$ cat src/rtl/uart_rx_fsm.sv
// Frame sequencer for the UART receiver: tracks start/data/parity/stop bits against the
// oversampling edge counter and issues check strobes plus a one-cycle frame verdict.
module uart_rx_fsm #(
   parameter int unsigned PRESCALE = 8
) (
   input  logic       CLK,
   input  logic       RST,
   input  logic       RX_IN,
   input  logic       PAR_EN,
   input  logic [4:0] edge_cnt,
   input  logic [3:0] bit_cnt,
   input  logic       strt_glitch,
   input  logic       par_err,
   input  logic       stp_err,
   output logic       cnt_enable,
   output logic       dat_samp_en,
   output logic       deser_en,
   output logic       strt_chk_en,
   output logic       par_chk_en,
   output logic       stp_chk_en,
   output logic       data_valid,
   output logic       frame_err
);

   // CHK is the cycle after the last of the three majority samples taken around mid-bit.
   localparam logic [4:0] CHK  = 5'(PRESCALE / 2 + 2);
   localparam logic [4:0] LAST = 5'(PRESCALE - 1);

   typedef enum logic [2:0] {
      IDLE,
      START,
      DATA,
      PARITY,
      STOP,
      VALID
   } state_t;

   state_t state;
   logic   perr_q;
   logic   serr_q;
   logic   at_last;
   logic   at_chk;

   assign at_last = (edge_cnt == LAST);
   assign at_chk  = (edge_cnt == CHK);

   // NOTE: sequential state uses non-blocking assignments so every register samples
   // pre-edge values regardless of statement order.
   always_ff @(posedge CLK or negedge RST) begin
      if (!RST) begin
         state  <= IDLE;
         perr_q <= 1'b0;
         serr_q <= 1'b0;
      end else begin
         case (state)
            IDLE: begin
               if (!RX_IN) state <= START;
            end
            START: begin
               if (at_last) state <= strt_glitch ? IDLE : DATA;
            end
            DATA: begin
               if (at_last && (bit_cnt == 4'd8)) state <= PAR_EN ? PARITY : STOP;
            end
            PARITY: begin
               if (at_last) begin
                  state  <= STOP;
                  perr_q <= par_err;
               end
            end
            STOP: begin
               if (at_last) begin
                  state  <= VALID;
                  serr_q <= stp_err;
               end
            end
            VALID: begin
               // A low line here is the next start bit; re-enter START with the counter cleared.
               state  <= RX_IN ? IDLE : START;
               perr_q <= 1'b0;
               serr_q <= 1'b0;
            end
            default: begin
               state <= IDLE;
            end
         endcase
      end
   end

   // Strobes are decoded from registered state so they line up with the counter value
   // of the same cycle; a registered copy would land one edge late.
   // NOTE: every output gets a default before the case so no latch is inferred.
   always_comb begin
      cnt_enable  = 1'b0;
      strt_chk_en = 1'b0;
      deser_en    = 1'b0;
      par_chk_en  = 1'b0;
      stp_chk_en  = 1'b0;
      data_valid  = 1'b0;
      frame_err   = 1'b0;
      case (state)
         START: begin
            cnt_enable  = 1'b1;
            strt_chk_en = at_chk;
         end
         DATA: begin
            cnt_enable = 1'b1;
            deser_en   = at_chk;
         end
         PARITY: begin
            cnt_enable = 1'b1;
            par_chk_en = at_chk;
         end
         STOP: begin
            cnt_enable = 1'b1;
            stp_chk_en = at_chk;
         end
         VALID: begin
            data_valid = !perr_q && !serr_q;
            frame_err  = perr_q || serr_q;
         end
         default: begin
            cnt_enable = 1'b0;
         end
      endcase
   end

   assign dat_samp_en = cnt_enable;

endmodule

$ cat config.mk
export PLATFORM = sky130hd
export DESIGN_NAME = uart_rx_fsm
export DESIGN_NICKNAME = d
export VERILOG_FILES = /design/src/rtl/uart_rx_fsm.sv
export SDC_FILE = /design/constraint.sdc
export NUM_CORES = 1
export LEC_CHECK = 0
export CORE_UTILIZATION = 30
export CTS_BUF_LIST = sky130_fd_sc_hd__clkbuf_4 sky130_fd_sc_hd__clkbuf_8
export CTS_CLUSTER_DIAMETER = 80
export CTS_CLUSTER_SIZE = 20
export DETAILED_ROUTE_END_ITERATION = 10
export SETUP_SLACK_MARGIN = 0.1
export SLEW_MARGIN = 20
export SYNTH_ARGS = -nofsm -noshare
export SYNTH_HDL_FRONTEND = slang
export SYNTH_SLANG_ARGS = --single-unit
$ cat constraint.sdc
create_clock -name CLK -period 1.6 [get_ports CLK]
set_input_delay 0.32 -clock CLK [delete_from_list [all_inputs] [get_ports CLK]]
set_output_delay 0.32 -clock CLK [all_outputs]
set_load 0.005 [all_outputs]
==> metrics.txt <==
worst-skew pair later-pin latency=0.26 ns; global-route wire length before repair=2.497 mm; Cell Chain, Critical Path=buf_6, buf_6, nor2b_4, nand3_2, nor2_1, buf_2; Post-synth EDFFs=0; Fin Hold WS=0.2866 ns; Num CTS Buffers=3; cts hold-fix bufs=0; fin. max-slew vios=0; Final Hold Viols=0; failing checks=setup timing; synthesis-to-layout area growth=120.3%; Power per Cell Area=1077 nW/um2; max cap viols=0; GPL Wtd Cong=0.7464; Relative slew margins=83.85%; Yosys warnings=0; Mapped Area=436.7 um2; Synth Flop Type=dfrtp_1; hpwl dp=982.9 um; I/O Buffers=23; Hold Crit Class=in2async; Seq/Total Area, Yosys=28.65%; Peak Freq=0.5928 GHz; crit path max-delay cell type=dfrtp_2; clock root buffer=clkbuf_4; Async SR Flop Fraction=100.0%; Overall Global Routing Usage=23.50%; CP Max Fanout=3; largest net degree at the start of global routing=9; Die W=40.15 um; I/O Pins=24; highest-count cells in the layout ignoring fill and taps=buf_4, clkdlybuf4s50_1, buf_2; global route overflow=0; number of vias per cell=5.085; final wirelength=1.693 mm; P_leak=0.4378 nW; post-synthesis simple-gate area fraction=42.69%; WL per Instance=14.35 um; CTS clk-pin slew, worst paths=0.05 ns; First-pass DRT Iterations=2; DIE AREA=1612 um2; Period minus WS final=1.687 ns; Worst VDD drop=0.0006376 V; Compound-Gate Fraction of Synth Area=17.77%; initial antenna violation count=0; proportion of synthesized area in mux cells=2.292%; commonest non-fill, non-tap cell in the layout=buf_4; dpl ws=-0.5026 ns; Setup Viol. Count Final=3; largest family of logic cells by synthesized area=simple AND/OR/NAND/NOR gates; R2R cell count=6; XOR/XNOR Fraction of Synth Area=2.006%; fin crit share=105.4%; clock sink count=5; post-route worst setup slack=-0.08685 ns; worst reg-to-reg setup slack=0.21 ns; Synth Instances=52; Adder-Cell Fraction of Synth Area=0%; crit-path max cell delay=0.40 ns; Yosys reg bits=5; chip height=40.15 um; pin slew with the least headroom to its limit=0.2414 ns; core area=1334 um2; CP startpoint=state[2]$_DFFE_PN0P_; Antenna Nets Post-Route=0; CP Launch Type=flop; CTS tree=yes; nature of the critical path endpoint=primary output; drc violations=0; Mapped Nets=68; status=complete, but fails checks; share of cells above drive strength 1=57.28%; Starting Density=32.74%; Crit Reg-Reg Endpoint=state[0]$_DFFE_PN0P_; H-tree Lvls=1; via count=600; crit path DAT=1.37 ns; Most Frequent Cell on Critical Path=buf_6; clock skew=0.01196 ns; FP Rows=13; Worst R2R Start=state[0]$_DFFE_PN0P_; number of distinct library cells after synthesis=28; diode count=0; RSZ-0062 raised after global routing=true; CP required=1.28 ns; vias in the first global route=583; Mapped Avg Cell Area=8.397 um2; DRC violation total after the first TritonRoute iteration=2; critical path class=reg2out; Clock Tree Buf Depth=2; number of nets in the final layout=120
==> registers in the layout (all words and copies together), names as in the netlist <==
signal,flops
state,3
serr_q,1
perr_q,1
==> how the worst max path moves through the flow <==
| stage | end | slack, ns | cells past startpoint |
|---|---|---|---|
| 2_1_floorplan | dat_samp_en | 0.28 | 4 |
| 3_3_place_gp | deser_en | -0.50 | 4 |
| 3_5_place_dp | strt_chk_en | -0.50 | 5 |
| 4_1_cts | deser_en | -0.14 | 4 |
| 5_1_grt | par_chk_en | -0.14 | 6 |
| 6_report | par_chk_en | -0.09 | 6 |
==> critical path: cells and delay by family (launching register included) <==
family,cells,cell delay (ns)
buf+inv,3,0.36
simple gates,3,0.35
flops,1,0.40
==> cells by family after synthesis <==
| family | Yosys count |
|---|---|
| AO/OA/AOI/OAI | 12 |
| XOR/XNOR | 1 |
| buffers and inverters | 6 |
| flip-flops | 5 |
| multiplexers | 1 |
| AND/OR/NAND/NOR | 27 |
==> where the power goes <==
group | total (mW) | internal (mW) | leakage [nW] | switching, mW
registers | 0.206 | 0.159 | 0.0568 | 0.0468
logic | 0.655 | 0.383 | 0.363 | 0.272
clock network | 0.175 | 0.112 | 0.0184 | 0.0633
==> final cells by class <==
cell class              count  area (um2)
repair buffers             50       416.7
well taps                  15       18.77
clock buffers               4       30.03
flip-flops and latches      5       127.6
multi-input cells          41       355.3
fillers                   104       371.6
inverters                   3       13.76
==> per-layer routing <==
metal / global-route usage, % / vias to the layer above / share of wire [%]
li1: - / 291 / -
met5: 0 / - / 0
met2: 46.37 / 22 / 54
met4: 0.8621 / 0 / 0.71
met1: 24.67 / 285 / 39
met3: 7.778 / 2 / 5.6
==> repair_timing <==
action	4_1_cts	5_1_grt
pin swaps	7	9
endpoints found under the setup margin	8	10
gates resized for setup	47	14
setup buffers	14	2
==> synthesized netlist by cell type (all sizes together) (2+ instances only) <==
library cell	n	area, um2
a32oi	2	17.52
nor4	2	12.51
dfrtp	5	125.1
nand2	4	15.01
nor2	8	32.54
nor3	3	20.02
buf	3	17.52
o31ai	2	15.01
inv	3	11.26
o21ai	3	15.01
nand3	3	15.01
a21oi	3	15.01
==> per-stage QoR <==
stage	TNS, ns	util (%)	instances	power (mW)	instance area (um2)
2_1_floorplan	0	-	52	0.3720	436.7
3_3_place_gp	-2.177	56.85	99	0.5975	758.2
3_5_place_dp	-2.347	56.85	99	0.5973	758.2
4_1_cts	-0.3360	68.86	116	0.9416	918.4
5_1_grt	-0.3476	72.14	118	1.101	962.2
6_report	-0.1588	72.14	118	1.036	962.2
Note: power is estimated with default switching activity, not from simulation.
